## config.mk

```make
export PLATFORM = sky130hd
export DESIGN_NAME = rv_decode_stage
export DESIGN_NICKNAME = d
export VERILOG_FILES = /design/src/rtl/rv_pkg.sv /design/src/rtl/rv_decode_comb.sv /design/src/rtl/rv_decode_stage.sv
export SDC_FILE = /design/constraint.sdc
export NUM_CORES = 1
export LEC_CHECK = 0
export ABC_AREA = 1
export CAP_MARGIN = 20
export CORE_MARGIN = 4
export CORE_UTILIZATION = 57
export CTS_CLUSTER_DIAMETER = 120
export DETAILED_ROUTE_END_ITERATION = 12
export GPL_TIMING_DRIVEN = 0
export PLACE_DENSITY = 0.86
export SETUP_SLACK_MARGIN = 0.1
export SLEW_MARGIN = 20
export SYNTH_ARGS = -nofsm -noshare
export SYNTH_HDL_FRONTEND = slang
export SYNTH_SLANG_ARGS = --single-unit
```

## constraint.sdc

```tcl
create_clock -name clk -period 4.1 [get_ports clk]
set_clock_uncertainty 0.1 [all_clocks]
set_input_delay 0.82 -clock clk [delete_from_list [all_inputs] [get_ports clk]]
set_output_delay 0.82 -clock clk [all_outputs]
set_load 0.1 [all_outputs]
```

## src/rtl/rv_pkg.sv

```systemverilog
// Shared encodings and the decoded-record layout for the RV32I decode stage.
// Pure definitions, no logic, no latency.
// Not applicable: no flow control lives here.
package rv_pkg;

   // Major opcodes (instr[6:0])
   localparam logic [6:0] OPC_OP     = 7'b0110011;
   localparam logic [6:0] OPC_OP_IMM = 7'b0010011;
   localparam logic [6:0] OPC_LUI    = 7'b0110111;
   localparam logic [6:0] OPC_AUIPC  = 7'b0010111;
   localparam logic [6:0] OPC_LOAD   = 7'b0000011;
   localparam logic [6:0] OPC_STORE  = 7'b0100011;
   localparam logic [6:0] OPC_BRANCH = 7'b1100011;
   localparam logic [6:0] OPC_JAL    = 7'b1101111;
   localparam logic [6:0] OPC_JALR   = 7'b1100111;

   // funct7 values that select the base / alternate (SUB, SRA) operation
   localparam logic [6:0] F7_BASE = 7'b0000000;
   localparam logic [6:0] F7_ALT  = 7'b0100000;

   // ALU operation codes
   localparam logic [2:0] ALU_ADD  = 3'b000;
   localparam logic [2:0] ALU_SLL  = 3'b001;
   localparam logic [2:0] ALU_SLT  = 3'b010;
   localparam logic [2:0] ALU_SLTU = 3'b011;
   localparam logic [2:0] ALU_XOR  = 3'b100;
   localparam logic [2:0] ALU_SRL  = 3'b101;
   localparam logic [2:0] ALU_OR   = 3'b110;
   localparam logic [2:0] ALU_AND  = 3'b111;

   // Operand selects
   localparam logic [1:0] SRC1_RS1  = 2'b00;
   localparam logic [1:0] SRC1_PC   = 2'b01;
   localparam logic [1:0] SRC1_ZERO = 2'b10;
   localparam logic [1:0] SRC2_RS2  = 2'b00;
   localparam logic [1:0] SRC2_IMM  = 2'b01;
   localparam logic [1:0] SRC2_FOUR = 2'b10;

   // Instruction classes
   localparam logic [2:0] CLS_ALU     = 3'b000;
   localparam logic [2:0] CLS_LOAD    = 3'b001;
   localparam logic [2:0] CLS_STORE   = 3'b010;
   localparam logic [2:0] CLS_BRANCH  = 3'b011;
   localparam logic [2:0] CLS_JAL     = 3'b100;
   localparam logic [2:0] CLS_JALR    = 3'b101;
   localparam logic [2:0] CLS_ILLEGAL = 3'b111;

   typedef struct packed {
      logic [31:0] pc;
      logic [2:0]  alu_op;
      logic        alu_mod;
      logic [1:0]  src1_sel;
      logic [1:0]  src2_sel;
      logic [4:0]  rs1;
      logic [4:0]  rs2;
      logic [4:0]  rd;
      logic [31:0] imm;
      logic        rd_we;
      logic [2:0]  cls;
      logic [2:0]  funct3;
   } dec_rec_t;

endpackage

```

## src/rtl/rv_decode_comb.sv

```systemverilog
// Combinational RV32I decoder: instruction word + pc -> one decoded record.
// Zero latency (pure logic).
// No flow control; the enclosing stage handles valid/ready.
import rv_pkg::*;

module rv_decode_comb (
   input  logic [31:0] instr,
   input  logic [31:0] pc,
   output dec_rec_t    rec
);

   logic [6:0]  opc;
   logic [4:0]  f_rd;
   logic [2:0]  f3;
   logic [4:0]  f_rs1;
   logic [4:0]  f_rs2;
   logic [6:0]  f7;
   logic [31:0] imm_i;
   logic [31:0] imm_s;
   logic [31:0] imm_b;
   logic [31:0] imm_u;
   logic [31:0] imm_j;

   assign opc   = instr[6:0];
   assign f_rd  = instr[11:7];
   assign f3    = instr[14:12];
   assign f_rs1 = instr[19:15];
   assign f_rs2 = instr[24:20];
   assign f7    = instr[31:25];

   assign imm_i = {{20{instr[31]}}, instr[31:20]};
   assign imm_s = {{20{instr[31]}}, instr[31:25], instr[11:7]};
   assign imm_b = {{19{instr[31]}}, instr[31], instr[7], instr[30:25], instr[11:8], 1'b0};
   assign imm_u = {instr[31:12], 12'h000};
   assign imm_j = {{11{instr[31]}}, instr[31], instr[19:12], instr[20], instr[30:21], 1'b0};

   logic        legal;
   logic [2:0]  alu_op;
   logic        alu_mod;
   logic [1:0]  src1_sel;
   logic [1:0]  src2_sel;
   logic        use_rs1;
   logic        use_rs2;
   logic        use_rd;
   logic [31:0] imm;
   logic [2:0]  cls;

   // Classify the opcode: legality, ALU control, operand selects and which fields are live
   always_comb begin
      legal    = 1'b0;
      alu_op   = ALU_ADD;
      alu_mod  = 1'b0;
      src1_sel = SRC1_RS1;
      src2_sel = SRC2_RS2;
      use_rs1  = 1'b0;
      use_rs2  = 1'b0;
      use_rd   = 1'b0;
      imm      = 32'h0;
      cls      = CLS_ALU;
      case (opc)
         OPC_OP: begin
            legal   = (f7 == F7_BASE) || ((f7 == F7_ALT) && ((f3 == ALU_ADD) || (f3 == ALU_SRL)));
            alu_op  = f3;
            alu_mod = instr[30];
            use_rs1 = 1'b1;
            use_rs2 = 1'b1;
            use_rd  = 1'b1;
         end
         OPC_OP_IMM: begin
            // funct7 is only meaningful for the shift-immediates; elsewhere it is immediate bits
            case (f3)
               ALU_SLL: legal = (f7 == F7_BASE);
               ALU_SRL: legal = (f7 == F7_BASE) || (f7 == F7_ALT);
               default: legal = 1'b1;
            endcase
            alu_op   = f3;
            alu_mod  = (f3 == ALU_SRL) && instr[30];
            src2_sel = SRC2_IMM;
            imm      = imm_i;
            use_rs1  = 1'b1;
            use_rd   = 1'b1;
         end
         OPC_LUI: begin
            legal    = 1'b1;
            src1_sel = SRC1_ZERO;
            src2_sel = SRC2_IMM;
            imm      = imm_u;
            use_rd   = 1'b1;
         end
         OPC_AUIPC: begin
            legal    = 1'b1;
            src1_sel = SRC1_PC;
            src2_sel = SRC2_IMM;
            imm      = imm_u;
            use_rd   = 1'b1;
         end
         OPC_LOAD: begin
            legal    = (f3 != 3'b011) && (f3 != 3'b110) && (f3 != 3'b111);
            src2_sel = SRC2_IMM;
            imm      = imm_i;
            use_rs1  = 1'b1;
            use_rd   = 1'b1;
            cls      = CLS_LOAD;
         end
         OPC_STORE: begin
            legal    = (f3[2] == 1'b0) && (f3 != 3'b011);
            src2_sel = SRC2_IMM;
            imm      = imm_s;
            use_rs1  = 1'b1;
            use_rs2  = 1'b1;
            cls      = CLS_STORE;
         end
         OPC_BRANCH: begin
            // BEQ/BNE compare by subtraction, signed/unsigned orderings by set-less-than
            legal   = (f3[2:1] != 2'b01);
            alu_op  = !f3[2] ? ALU_ADD : (f3[1] ? ALU_SLTU : ALU_SLT);
            alu_mod = !f3[2];
            imm     = imm_b;
            use_rs1 = 1'b1;
            use_rs2 = 1'b1;
            cls     = CLS_BRANCH;
         end
         OPC_JAL: begin
            legal    = 1'b1;
            src1_sel = SRC1_PC;
            src2_sel = SRC2_FOUR;
            imm      = imm_j;
            use_rd   = 1'b1;
            cls      = CLS_JAL;
         end
         OPC_JALR: begin
            legal    = (f3 == 3'b000);
            src1_sel = SRC1_PC;
            src2_sel = SRC2_FOUR;
            imm      = imm_i;
            use_rs1  = 1'b1;
            use_rd   = 1'b1;
            cls      = CLS_JALR;
         end
         default: legal = 1'b0;
      endcase
   end

   // Assemble the record; illegal encodings collapse to a bare marker that still carries pc/funct3
   always_comb begin
      rec        = '0;
      rec.pc     = pc;
      rec.funct3 = f3;
      if (legal) begin
         rec.alu_op   = alu_op;
         rec.alu_mod  = alu_mod;
         rec.src1_sel = src1_sel;
         rec.src2_sel = src2_sel;
         rec.rs1      = use_rs1 ? f_rs1 : 5'd0;
         rec.rs2      = use_rs2 ? f_rs2 : 5'd0;
         rec.rd       = use_rd  ? f_rd  : 5'd0;
         rec.imm      = imm;
         rec.rd_we    = use_rd && (f_rd != 5'd0);
         rec.cls      = cls;
      end else begin
         rec.cls      = CLS_ILLEGAL;
      end
   end

endmodule

```

## src/rtl/rv_decode_stage.sv

```systemverilog
// Registered RV32I decode stage between fetch and execute (output reg + one skid entry).
// Latency: accept at edge N -> out_valid at edge N+1; one instruction per cycle sustained.
// Backpressure: stalled output parks the next accept in the skid; in_ready (a flop) drops once the skid is full.
import rv_pkg::*;

module rv_decode_stage #(
   parameter int          XLEN     = 32,
   parameter logic [31:0] RESET_PC = 32'h0
) (
   input  logic            clk,
   input  logic            rst_n,
   input  logic            flush,
   input  logic            in_valid,
   output logic            in_ready,
   input  logic [XLEN-1:0] in_instr,
   input  logic [XLEN-1:0] in_pc,
   output logic            out_valid,
   input  logic            out_ready,
   output logic [XLEN-1:0] out_pc,
   output logic [2:0]      out_alu_op,
   output logic            out_alu_mod,
   output logic [1:0]      out_src1_sel,
   output logic [1:0]      out_src2_sel,
   output logic [4:0]      out_rs1,
   output logic [4:0]      out_rs2,
   output logic [4:0]      out_rd,
   output logic [XLEN-1:0] out_imm,
   output logic            out_rd_we,
   output logic [2:0]      out_cls,
   output logic [2:0]      out_funct3
);

   dec_rec_t dec_rec;
   dec_rec_t out_rec_q;
   dec_rec_t skid_rec_q;
   logic     out_vld_q;
   logic     skid_vld_q;
   logic     in_rdy_q;

   logic     out_vld_n;
   logic     skid_vld_n;
   logic     ld_out_skid;
   logic     ld_out_in;
   logic     ld_skid;
   logic     accept;
   logic     out_free;

   rv_decode_comb u_dec (
      .instr (in_instr),
      .pc    (in_pc),
      .rec   (dec_rec)
   );

   assign accept   = in_valid && in_rdy_q;
   assign out_free = !out_vld_q || out_ready;

   // Occupancy update: the output register drains from the skid first, so order is preserved
   always_comb begin
      out_vld_n   = out_vld_q;
      skid_vld_n  = skid_vld_q;
      ld_out_skid = 1'b0;
      ld_out_in   = 1'b0;
      ld_skid     = 1'b0;
      if (flush) begin
         out_vld_n  = 1'b0;
         skid_vld_n = 1'b0;
      end else if (out_free) begin
         // in_ready is low whenever the skid holds a record, so no accept competes with the drain
         if (skid_vld_q) begin
            ld_out_skid = 1'b1;
            out_vld_n   = 1'b1;
            skid_vld_n  = 1'b0;
         end else begin
            ld_out_in = accept;
            out_vld_n = accept;
         end
      end else if (accept) begin
         ld_skid    = 1'b1;
         skid_vld_n = 1'b1;
      end
   end

   // Valid bits and the registered ready
   always_ff @(posedge clk or negedge rst_n) begin
      if (!rst_n) begin
         out_vld_q  <= 1'b0;
         skid_vld_q <= 1'b0;
         in_rdy_q   <= 1'b1;
      end else begin
         out_vld_q  <= out_vld_n;
         skid_vld_q <= skid_vld_n;
         in_rdy_q   <= !skid_vld_n;
      end
   end

   // Record payloads; the output register keeps its contents while stalled or empty
   always_ff @(posedge clk or negedge rst_n) begin
      if (!rst_n) begin
         out_rec_q    <= '0;
         out_rec_q.pc <= RESET_PC;
         skid_rec_q   <= '0;
      end else begin
         if (ld_out_skid) begin
            out_rec_q <= skid_rec_q;
         end else if (ld_out_in) begin
            out_rec_q <= dec_rec;
         end
         if (ld_skid) begin
            skid_rec_q <= dec_rec;
         end
      end
   end

   assign in_ready     = in_rdy_q;
   assign out_valid    = out_vld_q;
   assign out_pc       = out_rec_q.pc;
   assign out_alu_op   = out_rec_q.alu_op;
   assign out_alu_mod  = out_rec_q.alu_mod;
   assign out_src1_sel = out_rec_q.src1_sel;
   assign out_src2_sel = out_rec_q.src2_sel;
   assign out_rs1      = out_rec_q.rs1;
   assign out_rs2      = out_rec_q.rs2;
   assign out_rd       = out_rec_q.rd;
   assign out_imm      = out_rec_q.imm;
   assign out_rd_we    = out_rec_q.rd_we;
   assign out_cls      = out_rec_q.cls;
   assign out_funct3   = out_rec_q.funct3;

endmodule

```

# After elaboration in Yosys (flattened, before gate mapping)
# Cells that the tools add are included.
[word_totals]
register_bits = 191
latchBits = 0
mem_bits_rw = 0
romBits = 0
input_bits = 69
out_inout_bits = 96
word_cells = 108
memories = 0
[op_classes]
n_addsub = 0
mul = 0
n_div = 0
order_cmp = 0
n_eq_ne = 16
n_shift = 0
mux = 35
bitwise_logic = 1
n_reduce_logical = 29
[ops]
columns = ["cell", "n"]
rows = [
  ["two-way mux 94 bit", 2],
  ["case mux 32 bit (5 select lines)", 1],
  ["two-way mux 56 bit", 1],
  ["equality test 7 x 6 -> 1 bit, second input constant", 4],
  ["equality test 7 bit, second input constant", 3],
  ["two-way mux 1 bit", 19],
  ["two-way mux 5 bit", 3],
  ["case mux 3 bit (5 select lines)", 1],
  ["equality test 7 x 5 -> 1 bit, second input constant", 2],
  ["OR reduction 3 bit", 4],
  ["case mux 2 bit (2 select lines)", 2],
  ["equality test 7 x 2 -> 1 bit, second input constant", 1],
  ["logical AND 1 bit", 7],
  ["zero test 7 bit", 1],
  ["case mux 1 bit (7 select lines)", 1],
  ["OR reduction 7 bit", 1],
  ["two-way mux 3 bit", 2],
  ["inequality test 3 bit, second input constant", 2],
  ["case mux 3 bit (2 select lines)", 1],
  ["OR reduction 2 bit", 3],
  ["OR reduction 6 bit", 1],
  ["nonzero test 5 bit", 1],
  ["OR reduction 5 bit", 1],
  ["logical OR 1 bit", 4],
  ["other kinds (10)", 13],
]

# Logic depth before layout (Yosys ltp)
# Gate-level depths: netlist of run 1.
[depth]
depth_word = 8
mapped_depth = 14

# Hierarchy
# From an unflattened synthesis of run 1, not the netlist that was laid out.
[hier_totals]
hier_cells = 1452
hier_area_um2 = 10192.3
[modules_own_cells]
columns = ["mod", "instances", "cells_per_inst", "area_per_inst_um2", "seq_area_each_um2"]
rows = [
  ["rv_decode_stage", 1, 1134, 8679.6, 4780.8],
  ["rv_decode_comb", 1, 318, 1512.7, 0.0],
]

# Worst setup path after synthesis of run 1
# OpenSTA, ideal clock, no wires.
[synth_path]
path_kind = "reg2reg"
from = "register out_vld_q (netlist: out_valid)"
to = "register skid_rec_q[83] in the netlist's numbering"
arrival_time_ps = 2096
setup_slack_ps = 1787
stages_incl_launch_ff = 13
path_buffers = 3
period_less_slack_ps = 2313
cell_sequence = "dfrtp_1 > inv_1 > nor2_1 > inv_2 > nor2_1 > inv_2 > nor2_2 > inv_1 > buf_2 > buf_2 > buf_2 > nand2_1 > nand2_1"
[synth_between]
elab_chain_cells = 4
[synth_lines]
columns = ["element", "line", "source"]
rows = [
  ["start, declared", "rv_decode_stage.sv:36", "logic out_vld_q;"],
  ["start signal, assigned", "rv_decode_stage.sv:90", "out_vld_q <= out_vld_n;"],
  ["zero test 1 bit", "rv_decode_stage.sv:55", "assign out_free = !out_vld_q || out_ready;"],
  ["logical OR 1 bit", "rv_decode_stage.sv:55", ""],
  ["two-way mux 1 bit", "rv_decode_stage.sv:67", "end else if (out_free) begin"],
  ["two-way mux 1 bit", "rv_decode_stage.sv:64", "if (flush) begin"],
  ["end signal, assigned", "rv_decode_stage.sv:109", "skid_rec_q <= dec_rec;"],
  ["end, declared", "rv_decode_stage.sv:35", "dec_rec_t skid_rec_q;"],
]
# Every way passes these cells.
# A chain may end at the register's enable or synchronous reset.

# Worst setup path in the final report of run 1
[layout_path]
from = "register in_rdy_q (netlist: in_ready)"
to = "output in_ready"
[layout_rtl]
columns = ["element", "line", "source"]
rows = [
  ["start, declared", "rv_decode_stage.sv:38", "logic in_rdy_q;"],
  ["start signal, assigned", "rv_decode_stage.sv:92", "in_rdy_q <= !skid_vld_n;"],
  ["end, declared", "rv_decode_stage.sv:14", "output logic in_ready,"],
]
# No word-level cell between the ends.

==> impl_results.md, run 1 <==
* First-pass GRT wire length at 42500 µm
* Post-Synth XOR/XNOR Area at 0%
* # Post-CTS Setup Buffers at 0
* Compound-cell area share of the yosys netlist at 8.63%
* Worst path bufs/invs at 1
* Final Setup Violations at 0
* Slew HR at 30.9%
* Max stage delay on crit path at 1160 ps
* DR DRC count at 0
* Setup TNS at 0 ps
* WP data required at 3180 ps
* Cell class contributing the biggest share of worst-path delay: buffers and inverters
* Clock transition at path regs at 70 ps
* DRT antenna net count at 0
* Layout cells sized above 1 at 7.45%
* # placed instances at 1602
* Post-CTS sizing at 0
* Max Fanout on Critical Path at 3
* Fill cells at 1174
* Max-Cap Viols at 0
* GPL Wtd Cong at 1.00
* Seq/Total Area, Yosys at 52.4%
* Post-Syn Area per Cell at 7.44 µm²
* Adder-cell share of the synthesized area at 0%
* Slew Viols, Final at 0
* Die width at 134 µm
* I/O pin cnt at 165
* Crit. End Element: primary output
* Mux cell area share after synthesis at 0%
* Detailed Place HPWL at 19000 µm
* Worst skew pair latency at 450 ps
* Largest net degree at the start of global routing at 89
* Worst path slowest cell: clkdlybuf4s50_1
* Pwr Total at 0.00507 W
* Mapped cell area at 0.00912 mm²
* Vias in the first global route at 8563
* Final min period at 3070 ps
* Root Buffer: clkbuf_16
* Drt pass-1 iters at 7
* Simple-gate share of the synthesized area at 33.6%
* Lkg Pwr at 6.22 nW
* Cell count after synthesis at 1226
* Synthesis-to-layout area growth at 28.0%
* Transition time of the tightest slew-check pin at 1030 ps
* Initial Utilization at 59.1%
* Ys Warns at 0
* Pwr dens at 435 mW/mm²
* Via-to-Cell Ratio at 5.38
* Final core utilization at 75.6%
* FF+latch count, synth at 191
* Starting DRC count in detailed routing at 922
* Nets@finish at 1479
* Post-synth cell types at 24
* Rows at 45
* Outcome: finished clean
* Fin. Hold Viols at 0
* Clock Sink Count at 191
* H-tree depth at 4
* Die footprint at 0.0181 mm²
* Port bufs at 163
* Final worst slack at 1030 ps
* Remaining Overflow, GRT at 0
* Maximum clock path buffer count at 2
* Worst-path cell chain: clkdlybuf4s50_1
* Hold/Removal Path Class: input pin to asynchronous set/reset pin
* Aggregate global-route resource usage at 29.6%
* Final period util at 74.9%
* Core ar. at 0.0154 mm²
* CTS tree: yes
* Routed length per instance at 16.1 µm
* Layout Cells excl Fill at 1635
* Crit start category: flop
* Total CTS buffers at 17
* Total Routed Length at 26300 µm
* RSZ-0062 raised after global routing: no
* Maximum vdd drop at 0.426 mV
* Critical path class: flop to primary output
* CP arrival at 2150 ps
* Max Clk Rate at 0.326 GHz
* Largest family of logic cells by synthesized area: simple AND/OR/NAND/NOR gates
* Vias at 8799
* Die H at 134 µm
* CTS hold repair buffers at 0
* Pre-CTS setup slack at 1040 ps
* Initial antenna violation count at 1
* Syn_nets at 1295
[worst paths after layout]
kind | slack, ps | depth (start not counted) | endpoint | from
max | 1030 | 1 | in_ready | in_ready
min | 140 | 1 | out_pc[27] | rst_n
max reg2reg | 1790 | 7 | out_pc[23] | in_ready
min reg2reg | 370 | 2 | skid_rec_q[69] | skid_rec_q[69]
max in group asynchronous | 3040 | 2 | skid_rec_q[54] | rst_n
min in group clk | 370 | 2 | skid_rec_q[69] | skid_rec_q[69]
[state kept, by name (all words and copies together), names as in the netlist, 2 cells and up]
register and count:
out_alu_op 3, out_funct3 3, skid_rec_q 94, out_imm 32
out_cls 3, out_pc 32, out_rd 5, out_src2_sel 2
out_src1_sel 2, out_rs1 5, out_rs2 5
[power by group]
part / switching, W / leakage [nW] / internal [W]
Clock: 0.000767 / 0.282 / 0.000926
Combinational: 0.000911 / 3.40 / 0.000301
Sequential: 0.000106 / 2.54 / 0.00206
[final cells by class]
| class | instances | area [µm²] | area share (%) |
|---|---|---|---|
| antenna | 1 | 2.50 | 0.0214 |
| buffer | 67 | 327 | 2.80 |
| clock buffer | 18 | 439 | 3.76 |
| clock inverter | 14 | 155 | 1.33 |
| inverter | 42 | 158 | 1.35 |
| multi-input combinational | 926 | 3850 | 33.0 |
| sequential | 191 | 4780 | 41.0 |
| tap | 211 | 264 | 2.26 |
| timing repair buffer | 165 | 1690 | 14.5 |
[cell usage after synthesis]
cell | n | area (µm²)
nand2_4 | 2 | 22.5
and2_1 | 5 | 31.3
buf_6 | 8 | 90.1
buf_2 | 12 | 60.1
buf_1 | 2 | 7.51
a31oi_1 | 4 | 25.0
nor2_2 | 5 | 31.3
nand3_2 | 2 | 20.0
nand3_1 | 16 | 80.1
nor2_4 | 1 | 11.3
a21oi_1 | 4 | 20.0
nor3_1 | 4 | 20.0
inv_2 | 6 | 22.5
nand2_2 | 34 | 213
dfstp_2 | 1 | 26.3
o22ai_1 | 1 | 6.26
o21ai_0 | 120 | 601
clkbuf_1 | 45 | 169
o21ai_1 | 27 | 135
nand3b_1 | 1 | 7.51
inv_1 | 36 | 135
nor2_1 | 192 | 721
nand2_1 | 508 | 1910
dfrtp_1 | 190 | 4750
[cells in the final DEF, fill, tap and decap left out, types with 4 or more instances in the layout]
cell type,count
a21oi_1,4
a31oi_1,4
and2_1,5
buf_2,12
buf_6,8
clkbuf_1,45
clkbuf_16,17
clkdlybuf4s50_1,162
clkinvlp_4,4
dfrtp_1,190
inv_1,36
inv_2,6
inv_6,5
nand2_1,508
nand2_2,34
nand3_1,16
nor2_1,192
nor2_2,5
nor3_1,4
o21ai_0,120
o21ai_1,27
[worst reg2reg max path: cells and delay by family, from the launching register on]
family,cells,cell delay (ps)
simple gates,2,400
flops,1,540
compound gates,3,440
buf+inv,2,740
[metrics by stage]
step                cell area (µm²)  hold WS (ps)
floorplan                      9120           337
global placement              11000           354
detailed placement            11100           359
CTS                           11700           143
global route                  11700           152
finish                        11700           139
[logic make-up (layout without fill, tap and decap cells)]
kind of cell           Yosys count  count (layout)
and+or+nand+nor                770             770
DFF                            191             191
AOI/OAI and AO/OA              156             156
buffers and inverters          109             306
other                            0               1
[layer usage]
metal | track usage (%) | wire length [µm] | vias up
met4 | 12.8 | 965 | 0
li1 | - | - | 4171
met3 | 7.23 | 2190 | 73
met2 | 45.5 | 12200 | 413
met5 | 0 | 0 | -
met1 | 40.4 | 10900 | 4142
No activity file was read; power rests on OpenSTA's default activity.
==> inputs of run 2 (changes only) <==
--- a/config.mk
+++ b/config.mk
@@ -8,11 +8,11 @@
 export ABC_AREA = 1
 export CAP_MARGIN = 20
 export CORE_MARGIN = 4
-export CORE_UTILIZATION = 57
+export CORE_UTILIZATION = 53
 export CTS_CLUSTER_DIAMETER = 120
 export DETAILED_ROUTE_END_ITERATION = 12
 export GPL_TIMING_DRIVEN = 0
-export PLACE_DENSITY = 0.86
+export PLACE_DENSITY = 0.81
 export SETUP_SLACK_MARGIN = 0.1
 export SLEW_MARGIN = 20
 export SYNTH_ARGS = -nofsm -noshare
==> constraint.sdc (replaced) <==
create_clock -name clk -period 2.9 [get_ports clk]
set_clock_uncertainty 0.1 [all_clocks]
set_input_delay 0.58 -clock clk [delete_from_list [all_inputs] [get_ports clk]]
set_output_delay 0.58 -clock clk [all_outputs]
set_load 0.1 [all_outputs]
==> run 2 against run 1 <==
  * Cell count grew 0.55%
  * Global-route usage is 2.2 points lower
  * Combinational power up 42%
  * Clock-buffer cell count down 1
  * Die area up 7.1%
  * Total power rose by 42%
  * Sequential share of layout area fell by 0.092 points
==> impl_results.md, run 2 (synthesis gave the netlist of run 1 again) <==
* Maximum clock path buffer count at 2
* Max stage delay on crit path at 1200 ps
* Multi-input logic area at 0.00385 mm²
* Drt pass-1 iters at 5
* Transition time of the tightest slew-check pin at 1070 ps
* H-tree depth at 4
* Most common cell after layout, fill and taps aside: nand2_1
* Starting DRC count in detailed routing at 813
* Fin. Hold Viols at 0
* Largest net degree at the start of global routing at 91
* Vias at 8677
* DR DRC count at 0
* Port bufs at 163
* Min Hold Slack at 375 ps
* Hold/Removal Path Class: flop to flop
* # Post-CTS Setup Buffers at 0
* Synthesis-to-layout area growth at 28.3%
* Layout cells sized above 1 at 7.44%
* Final core utilization at 70.0%
* Initial antenna violation count at 0
* Max Clk Rate at 0.373 GHz
* Met2 global-route usage at 44.7%
* Core ar. at 0.0167 mm²
* Rows at 47
* Global routing met3 resource utilization at 6.24%
* Slew Viols, Final at 0
* Most frequent cells in the layout: 508 x nand2_1, 192 x nor2_1, 190 x dfrtp_1
* Total Routed Length at 26400 µm
* Layout Cells excl Fill at 1644
* Worst-path cell chain: clkdlybuf4s50_1
* Crit start category: flop
* Max Fanout on Critical Path at 2
* Max-Cap Viols at 0
* Die H at 139 µm
* Largest register FFs at 94
* Vias in the first global route at 8382
* Largest Register: skid_rec_q
* Final period util at 92.4%
* # placed instances at 1611
* Via-to-Cell Ratio at 5.28
* Remaining Overflow, GRT at 0
* Final Setup Violations at 0
* Most Used Layer, Global Route: met2
* Cell class contributing the biggest share of worst-path delay: buffers and inverters
* Clock transition at path regs at 70 ps
* Pwr Total at 0.00720 W
* GPL Wtd Cong at 0.918
* RSZ-0062 raised after global routing: no
* Clock Sink Count at 191
* Initial Utilization at 54.6%
* Root Buffer: clkbuf_16
* Fill cells at 1399
* Outcome: finished clean
* First-pass GRT wire length at 43000 µm
* Total CTS buffers at 17
* Die footprint at 0.0194 mm²
* CTS tree: yes
* Routed length per instance at 16.1 µm
* Nets@finish at 1480
* Detailed Place HPWL at 19000 µm
* Final min period at 2680 ps
* Crit. End Element: primary output
* Critical path class: flop to primary output
* Slew HR at 28.3%
* Worst path bufs/invs at 1
* Lkg Pwr at 6.22 nW
* WP data required at 2220 ps
* Worst path slowest cell: clkdlybuf4s50_1
* Diodes inserted at 0
* Worst skew pair latency at 440 ps
* Maximum vdd drop at 0.510 mV
* Pwr dens at 615 mW/mm²
* Die width at 139 µm
* Met1 track demand over resource at 37.3%
* I/O pin cnt at 165
* FF/Latch Area at 0.00478 mm²
* Aggregate global-route resource usage at 27.4%
* CP arrival at 2000 ps
* DRT antenna net count at 0
-- run 2: layout make-up --
cell class | count | area share (%)
clock buffer | 17 | 3.64
multi-input combinational | 926 | 32.9
timing repair buffer | 166 | 14.5
clock inverter | 15 | 1.52
sequential | 191 | 40.9
inverter | 42 | 1.35
buffer | 67 | 2.79
tap | 220 | 2.35
-- run 2: what timing repair did --
action,in CTS,in global routing
endpoints found under the setup margin,1,0
resized for setup,1,0
hold endpoints to repair,18,0
hold buffers,1,0
-- run 2: worst paths after layout --
check	from	endpoint	slack [ps]	cells after the start
min in group asynchronous	rst_n	out_pc[20]	450	2
max reg2reg	in_ready	out_pc[13]	570	7
min reg2reg	skid_rec_q[88]	skid_rec_q[88]	380	2
min	skid_rec_q[88]	skid_rec_q[88]	380	2
max in group asynchronous	rst_n	skid_rec_q[36]	1550	3
max	out_valid	out_valid	220	1
-- run 2: layer usage --
layer,wire length (µm),up-vias
met5,0,-
met4,590,0
met3,1930,46
met2,12800,311
met1,11100,4148
li1,-,4172
-- run 2: stage by stage --
| step | setup WS, ps | setup TNS, ps | instance area (µm²) |
|---|---|---|---|
| after floorplan | 587 | 0 | 9120 |
| after global placement | -6780 | -1289550 | 11000 |
| after detailed placement | -71.4 | -186 | 11100 |
| after CTS | 219 | 0 | 11700 |
| after global routing | 184 | 0 | 11700 |
| final | 219 | 0 | 11700 |
-- run 2: power breakdown --
group / internal, W / switching (W) / total [W]
logic: 0.000427 / 0.00129 / 0.00172
registers: 0.00292 / 0.000146 / 0.00306
clock network: 0.00130 / 0.00112 / 0.00242
